--- src/rtl/demux_pkg.sv ---
// ============================================================================
// Module : demux_pkg
// Brief  : Shared constants and helpers for the 1-to-4 stream demultiplexer.
// Rev    : 1.0
// ============================================================================
`default_nettype none

package demux_pkg;

    localparam int NUM_CH = 4;
    localparam int SEL_W  = 2;

    // Ceiling log2, usable in parameter expressions.
    function automatic int clog2(input int value);
        int r;
        int v;
        r = 0;
        v = value - 1;
        while (v > 0) begin
            r = r + 1;
            v = v >> 1;
        end
        return r;
    endfunction

endpackage

`default_nettype wire

--- src/rtl/chan_fifo.sv ---
// ============================================================================
// Module : chan_fifo
// Brief  : Per-channel synchronous FIFO with head-word output and occupancy.
// Rev    : 1.0
// ============================================================================
`default_nettype none

module chan_fifo
    import demux_pkg::*;
#(
    parameter int WIDTH = 2,
    parameter int DEPTH = 2,
    parameter int AW    = clog2(DEPTH)
) (
    input  logic             clk,
    input  logic             rst_n,
    input  logic             i_push,
    input  logic [WIDTH-1:0] i_data,
    input  logic             i_pop,
    output logic [WIDTH-1:0] o_head,
    output logic             o_empty,
    output logic             o_full,
    output logic [AW:0]      o_occ
);

    localparam logic [AW:0] C_FULL = (AW+1)'(DEPTH);
    localparam logic [AW:0] C_ONE  = (AW+1)'(1);

    logic [WIDTH-1:0] r_mem [DEPTH];
    logic [AW-1:0]    r_wr_ptr;
    logic [AW-1:0]    r_rd_ptr;
    logic [AW:0]      r_occ;
    logic [WIDTH-1:0] r_last;

    logic w_empty;
    logic w_full;
    logic w_push;
    logic w_pop;

    assign w_empty = (r_occ == '0);
    assign w_full  = (r_occ == C_FULL);
    assign w_push  = i_push & ~w_full;
    assign w_pop   = i_pop & ~w_empty;

    // Storage is never read while empty, so it needs no reset.
    always_ff @(posedge clk) begin
        if (w_push) begin
            r_mem[r_wr_ptr] <= i_data;
        end
    end

    always_ff @(posedge clk or negedge rst_n) begin
        if (!rst_n) begin
            r_wr_ptr <= '0;
            r_rd_ptr <= '0;
            r_occ    <= '0;
            r_last   <= '0;
        end else begin
            if (w_push) begin
                r_wr_ptr <= r_wr_ptr + AW'(1);
            end
            if (w_pop) begin
                r_rd_ptr <= r_rd_ptr + AW'(1);
                r_last   <= r_mem[r_rd_ptr];
            end
            case ({w_push, w_pop})
                2'b10:   r_occ <= r_occ + C_ONE;
                2'b01:   r_occ <= r_occ - C_ONE;
                default: r_occ <= r_occ;
            endcase
        end
    end

    // An empty channel keeps presenting the last word it delivered.
    assign o_head  = w_empty ? r_last : r_mem[r_rd_ptr];
    assign o_empty = w_empty;
    assign o_full  = w_full;
    assign o_occ   = r_occ;

endmodule

`default_nettype wire

--- src/rtl/demux1_4_stream.sv ---
// ============================================================================
// Module : demux1_4_stream
// Brief  : 1-to-4 stream demultiplexer with an independent FIFO per channel.
// Rev    : 1.0
// ============================================================================
`default_nettype none

module demux1_4_stream
    import demux_pkg::*;
#(
    parameter int WIDTH = 2,
    parameter int DEPTH = 2,
    parameter int CNTW  = 8
) (
    input  logic                   clk,
    input  logic                   rst_n,
    input  logic                   in_valid,
    output logic                   in_ready,
    input  logic [WIDTH-1:0]       in_data,
    input  logic [SEL_W-1:0]       in_sel,
    output logic [NUM_CH-1:0]      out_valid,
    input  logic [NUM_CH-1:0]      out_ready,
    output logic [NUM_CH*WIDTH-1:0] out_data,
    output logic [NUM_CH*CNTW-1:0] out_cnt
);

    localparam int AW = clog2(DEPTH);

    logic               r_live;
    logic [NUM_CH-1:0]  w_push;
    logic [NUM_CH-1:0]  w_full;
    logic [NUM_CH-1:0]  w_empty;
    logic               w_accept;

    // Holds in_ready low until the first edge after reset release.
    always_ff @(posedge clk or negedge rst_n) begin
        if (!rst_n) begin
            r_live <= 1'b0;
        end else begin
            r_live <= 1'b1;
        end
    end

    assign in_ready = r_live & ~w_full[in_sel];
    assign w_accept = in_valid & in_ready;

    genvar k;
    generate
        for (k = 0; k < NUM_CH; k++) begin : g_chan
            logic [CNTW-1:0] r_cnt;
            logic [AW:0]     w_occ;

            assign w_push[k] = w_accept & (in_sel == SEL_W'(k));

            chan_fifo #(
                .WIDTH (WIDTH),
                .DEPTH (DEPTH),
                .AW    (AW)
            ) u_fifo (
                .clk     (clk),
                .rst_n   (rst_n),
                .i_push  (w_push[k]),
                .i_data  (in_data),
                .i_pop   (out_ready[k]),
                .o_head  (out_data[k*WIDTH +: WIDTH]),
                .o_empty (w_empty[k]),
                .o_full  (w_full[k]),
                .o_occ   (w_occ)
            );

            always_ff @(posedge clk or negedge rst_n) begin
                if (!rst_n) begin
                    r_cnt <= '0;
                end else if (w_push[k]) begin
                    r_cnt <= r_cnt + CNTW'(1);
                end
            end

            assign out_valid[k]              = ~w_empty[k];
            assign out_cnt[k*CNTW +: CNTW]   = r_cnt;
        end
    endgenerate

endmodule

`default_nettype wire

--- config.mk ---
export PLATFORM = sky130hd
export DESIGN_NAME = demux1_4_stream
export DESIGN_NICKNAME = d
export VERILOG_FILES = /design/src/rtl/demux_pkg.sv /design/src/rtl/chan_fifo.sv /design/src/rtl/demux1_4_stream.sv
export SDC_FILE = /design/constraint.sdc
export NUM_CORES = 1
export LEC_CHECK = 0
export CORE_MARGIN = 2
export CORE_UTILIZATION = 52
export CTS_CLUSTER_SIZE = 16
export DETAILED_ROUTE_END_ITERATION = 10
export PLACE_DENSITY = 0.87
export SYNTH_ARGS = -nofsm -noshare
export SYNTH_HDL_FRONTEND = slang
export SYNTH_SLANG_ARGS = --single-unit
export TNS_END_PERCENT = 100
--- constraint.sdc ---
create_clock -name clk -period 2.6 [get_ports clk]
set_clock_uncertainty 0.2 [all_clocks]
set_input_delay 0.52 -clock clk [delete_from_list [all_inputs] [get_ports clk]]
set_output_delay 0.52 -clock clk [all_outputs]
set_load 0.05 [all_outputs]
After elaboration in Yosys (flattened, before gate mapping)

Memories as Yosys holds them, arrays and structs flattened.
Index checks and enable logic that the tools add are counted.

Bits in registers: 57
Memory bits (writable): 16
Input port bits: 11
Output and inout port bits: 45
Logic and storage cells: 111
Memories kept: 4

Memories:

| name                   | depth | width | rd ports | clocked after Yosys merged registers in | wr ports | line            | text |
|---|---|---|---|---|---|---|---|
| g_chan[0].u_fifo.r_mem | 2     | 2     | 1        | 0                                       | 1        | chan_fifo.sv:29 | `logic [WIDTH-1:0] r_mem [DEPTH];` |
| g_chan[1].u_fifo.r_mem | 2     | 2     | 1        | 0                                       | 1        | chan_fifo.sv:29 |  |
| g_chan[2].u_fifo.r_mem | 2     | 2     | 1        | 0                                       | 1        | chan_fifo.sv:29 |  |
| g_chan[3].u_fifo.r_mem | 2     | 2     | 1        | 0                                       | 1        | chan_fifo.sv:29 |  |

Add/subtract/negate cells: 20
Magnitude comparators: 1
Equal/unequal tests: 15
Muxes and demuxes: 18
Bitwise operators: 23
Reduce and logical (&&, ||, !) cells: 9

Operators with widths:

| kind                  | number |
|---|---|
| $add A8 B1 Y8 const B | 4 |
| $eq A2 B2 Y1 const B  | 10 |
| $pmux W2 S2           | 4 |
| $and A1 B1 Y1         | 14 |
| $eq A2 B1 Y1 const B  | 5 |
| $logic_not A2 Y1      | 5 |
| $mux W1               | 9 |
| $not A1 Y1            | 9 |
| $add A1 B1 Y1 const B | 8 |
| $add A2 B1 Y2 const B | 4 |
| $mux W2               | 4 |
| $reduce_bool A2 Y1    | 4 |
| $sub A2 B1 Y2 const B | 4 |
| $lt A2 B3 Y1 const B  | 1 |
| $bmux W1 S2           | 1 |

Logic depth before layout (Yosys ltp)

Depth in word-level cells: 10
Gate-level depth with buffers: 8
Mapped depth without buffers: 7

Cells and area by module

A second synthesis with hierarchy kept.

Cell total of the unflattened synthesis: 285
Area total of the unflattened synthesis: 3333.2 µm²

By module, submodules not included:

| module          | times used | cells an instance | area an instance (µm²) | sequential area each (µm²) |
|---|---|---|---|---|
| chan_fifo       | 4          | 36                | 427.9                  | 270.3 |
| demux1_4_stream | 1          | 141               | 1621.6                 | 825.8 |

Worst setup path after synthesis

Ideal clock, no wire load.

Kind: reg-to-output
Start point: register g_chan[2].u_fifo.r_occ[0]
End point: output out_data[4]
Arrival time: 1912 ps
Data required time: 1880 ps
Path slack: -32 ps
Stages on the path, launching flop included: 4
Path buffers: 1
Path through: dfrtp_1 or2_2 clkbuf_1 a21oi_1

Cells in the longest elaborated chain, start to end: 2

Ends and longest elaborated chain:

| element                | line                  | text |
|---|---|---|
| from (decl)            | chan_fifo.sv:32       | `logic [AW:0] r_occ;` |
| from (signal assigned) | chan_fifo.sv:67       | `2'b10: r_occ <= r_occ + C_ONE;` |
| from (signal assigned) | chan_fifo.sv:68       | `2'b01: r_occ <= r_occ - C_ONE;` |
| from (signal assigned) | chan_fifo.sv:69       | `default: r_occ <= r_occ;` |
| $logic_not A2 Y1       | chan_fifo.sv:40       | `assign w_empty = (r_occ == '0);` |
| $mux W2                | chan_fifo.sv:75       | `assign o_head = w_empty ? r_last : r_mem[r_rd_ptr];` |
| to (decl)              | demux1_4_stream.sv:23 | `output logic [NUM_CH*WIDTH-1:0] out_data,` |

Every way passes these cells.

Worst setup path after layout

Start point: register g_chan[0].r_cnt[0]
End point: output out_cnt[0]

RTL lines:

| element                | line                  | text |
|---|---|---|
| from (decl)            | demux1_4_stream.sv:50 | `logic [CNTW-1:0] r_cnt;` |
| from (signal assigned) | demux1_4_stream.sv:75 | `r_cnt <= r_cnt + CNTW'(1);` |
| to (decl)              | demux1_4_stream.sv:24 | `output logic [NUM_CH*CNTW-1:0] out_cnt` |

No word-level cell between the ends.

==> impl_metrics.tcl <==
set metrics [dict create \
    routed_via_density 5.12 \
    drv_slew 0 \
    final_common_cell "dfrtp_1" \
    hold_violations 0 \
    crit_end "out_cnt[0]" \
    cts.sinks 73 \
    crit_family "buffers and inverters" \
    maxCapViolations 0 \
    grt_max_degree 25 \
    ys_seq_elements 73 \
    cp_cell_sequence "clkdlybuf4s50_1" \
    diodes 0 \
    num_rows 28 \
    hold_class "flip-flop to flip-flop" \
    min_period_ns 2.37 \
    setup_violations 0 \
    critPathMaxFanout 6 \
    worst_setup_path_end_kind "output pin" \
    slew-limit-headroom_pct 63.9 \
    ant_nets 0 \
    ios 56 \
    grt_pass1_wl_um 10000 \
    cp_slowest_cell "clkdlybuf4s50_1" \
    setup_tns_ns 0 \
    coreArea_um2 5920 \
    yosysSeqAreaShare_pct 59.9 \
    peakVddDrop_mv 0.759 \
    ys_types 33 \
    port_buffers 55 \
    synth_fp_nets 282 \
    grt-ovfl-total 0 \
    use_met2_pct 32.4 \
    dp_hpwl_um 4210 \
    p_leak_nw 1.78 \
    clock_latency_ns 0.34 \
    areaGrowthSynthToFinish_pct 27.3 \
    track_usage_pct 20.0 \
    rr_worst_depth 6 \
    whs_path_depth 1 \
    wire_per_inst_um 14.1 \
    cts.path.max_buffers 2 \
    wl_um 5870 \
    yosys_warnings 0 \
    cts_made_buffers 9 \
    ff_latch_area_um2 1910 \
    crit_arrival_ns 1.65 \
    syn-cell-area_um2 3180 \
    whs_ns 0.272 \
    drtIter0Drc 63 \
    power_mw 4.60 \
    post_cts_buffers 0 \
    multi_input_area_um2 1210 \
    drt_first_pass_iters 4 \
    antenna_found_initial 0 \
    min_period_over_period_pct 91.3 \
    critPathLaunchType "flip-flop" \
    drive_gt1_share_pct 15.3 \
    layout.cells.non_filler 415 \
    clock.fmax_mhz 421 \
    fp.dieH_um 82.2 \
    regToRegEndpoint "g_chan[3].u_fifo.o_occ[1]$_DFFE_PN0P_" \
    fill_cells 446 \
    place_congestion 0.752 \
    grtUsageMet1_pct 24.8 \
    vias 2124 \
    synth.avg_cell_area_um2 12.1 \
    status "finished clean" \
    clkTransAtPathRegs_ns 0.07 \
    rsz0062_at_grt "no" \
    die_w_um 82.2 \
    grt_pass1_vias 2215 \
    crit_type "flip-flop to output pin" \
    tightest_slew_ns 0.536 \
    slowest_delay_ns 0.86 \
    reg2reg_slack_ns 0.63 \
    async_flop_share_pct 78.1 \
    final_cell_mix "57 x dfrtp_1, 40 x clkdlybuf4s50_1, 38 x xnor2_1, 24 x nand2_1, 20 x nor2_1" \
    root_buffer "clkbuf_8" \
    dieArea_um2 6760 \
    crit_buf_inv 1 \
    r2r-start "g_chan[3].u_fifo.o_occ[0]$_DFFE_PN0P_" \
    critPathLaunch "g_chan[0].r_cnt[0]$_DFFE_PN0N_" \
    gr-max-usage-layer "met2" \
    synth_edf_count 16 \
    grt.met3_usage_pct 7.28 \
    dp.cells 398 \
    start_util_pct 53.8 \
    cp_data_required_time_ns 1.88 \
    cp.depth 1 \
    syn_inst 263 \
    drc_errors 0 \
    cts_tree "built" \
    finalNetCount 354 \
    ys_dominant_reg_cell "dfrtp_1" \
    cellPowerDensity_nw_per_um2 1140 \
    h-tree-depth 3 \
]
-- state kept, by name, indices dropped and copies added, names as in the netlist --
name / flops
g_chan.r_cnt: 32
g_chan.u_fifo.r_mem: 16
g_chan.u_fifo.o_occ: 8
g_chan.u_fifo.r_last: 8
g_chan.u_fifo.r_rd_ptr: 4
g_chan.u_fifo.r_wr_ptr: 4
r_live: 1
-- worst min path at each step --
stage	endpoint	start	slack (ns)
6_report	g_chan[0].r_cnt[7]$_DFFE_PN0N_	g_chan[0].r_cnt[7]$_DFFE_PN0N_	0.27
5_1_grt	g_chan[0].r_cnt[7]$_DFFE_PN0N_	g_chan[0].r_cnt[7]$_DFFE_PN0N_	0.30
4_1_cts	g_chan[0].r_cnt[7]$_DFFE_PN0N_	g_chan[0].r_cnt[7]$_DFFE_PN0N_	0.28
3_5_place_dp	g_chan[0].r_cnt[7]$_DFFE_PN0N_	g_chan[0].r_cnt[7]$_DFFE_PN0N_	0.26
3_3_place_gp	g_chan[2].r_cnt[7]$_DFFE_PN0N_	g_chan[2].r_cnt[7]$_DFFE_PN0N_	0.26
2_1_floorplan	g_chan[0].r_cnt[0]$_DFFE_PN0N_	rst_n	0.02
-- cells in the mapped netlist (all sizes together) (6+ instances only) --
cell,instances,area [um2]
edfxtp,16,480
nor2,20,75.1
xnor2,38,333
inv,9,33.8
dfrtp,57,1430
and3,6,37.5
o21ai,9,45.0
mux2i,8,80.1
ha,8,100
nand2,24,90.1
xor2,10,87.6
a21oi,9,45.0
nand4,14,87.6
-- kinds of logic (layout without fill, tap and decap cells) --
family | after synthesis | count (layout) | share of synthesized area, %
AND/OR/NAND/NOR | 87 | 87 | 14.6
flip-flops | 73 | 73 | 59.9
XOR/XNOR | 48 | 48 | 13.2
AO/OA/AOI/OAI | 19 | 19 | 3.07
buffers and inverters | 15 | 92 | 2.04
multiplexers | 12 | 12 | 3.93
adder cells (fa/ha/maj) | 8 | 8 | 3.14
other | 1 | 1 | 0.118
-- where the power goes --
group          leakage [nW]  internal [mW]  switching, mW
logic                 0.821          0.770           1.30
registers             0.871           1.47          0.319
clock network        0.0883          0.335          0.402
-- metal layers --
layer | wire [um] | up-vias
met5 | 0 | -
met4 | 102 | 0
met3 | 260 | 12
met2 | 2920 | 45
met1 | 2580 | 1035
li1 | - | 1032
-- metrics by stage --
step,worst slack [ns],area (um2),utilization [%]
finish,0.227,4050,68.4
global route,0.165,4050,68.4
CTS,0.00378,4040,68.2
detailed placement,0.0203,3860,65.3
global placement,0.0400,3860,65.3
floorplan,-0.0317,3180,-
-- area by class of cell --
class / instances / area share [%]
multi-input cells: 175 / 30.0
well taps: 75 / 2.32
repair buffers: 67 / 15.8
flip-flops and latches: 73 / 47.1
inverters: 9 / 0.834
clock buffers: 9 / 3.06
clock inverters: 7 / 0.926
-- what timing repair did --
action,CTS,global route
resized for setup,0,6
hold endpoints to repair,22,0
setup endpoints to repair,0,5
hold buffers,1,0
(Power assumes the default switching activity.)
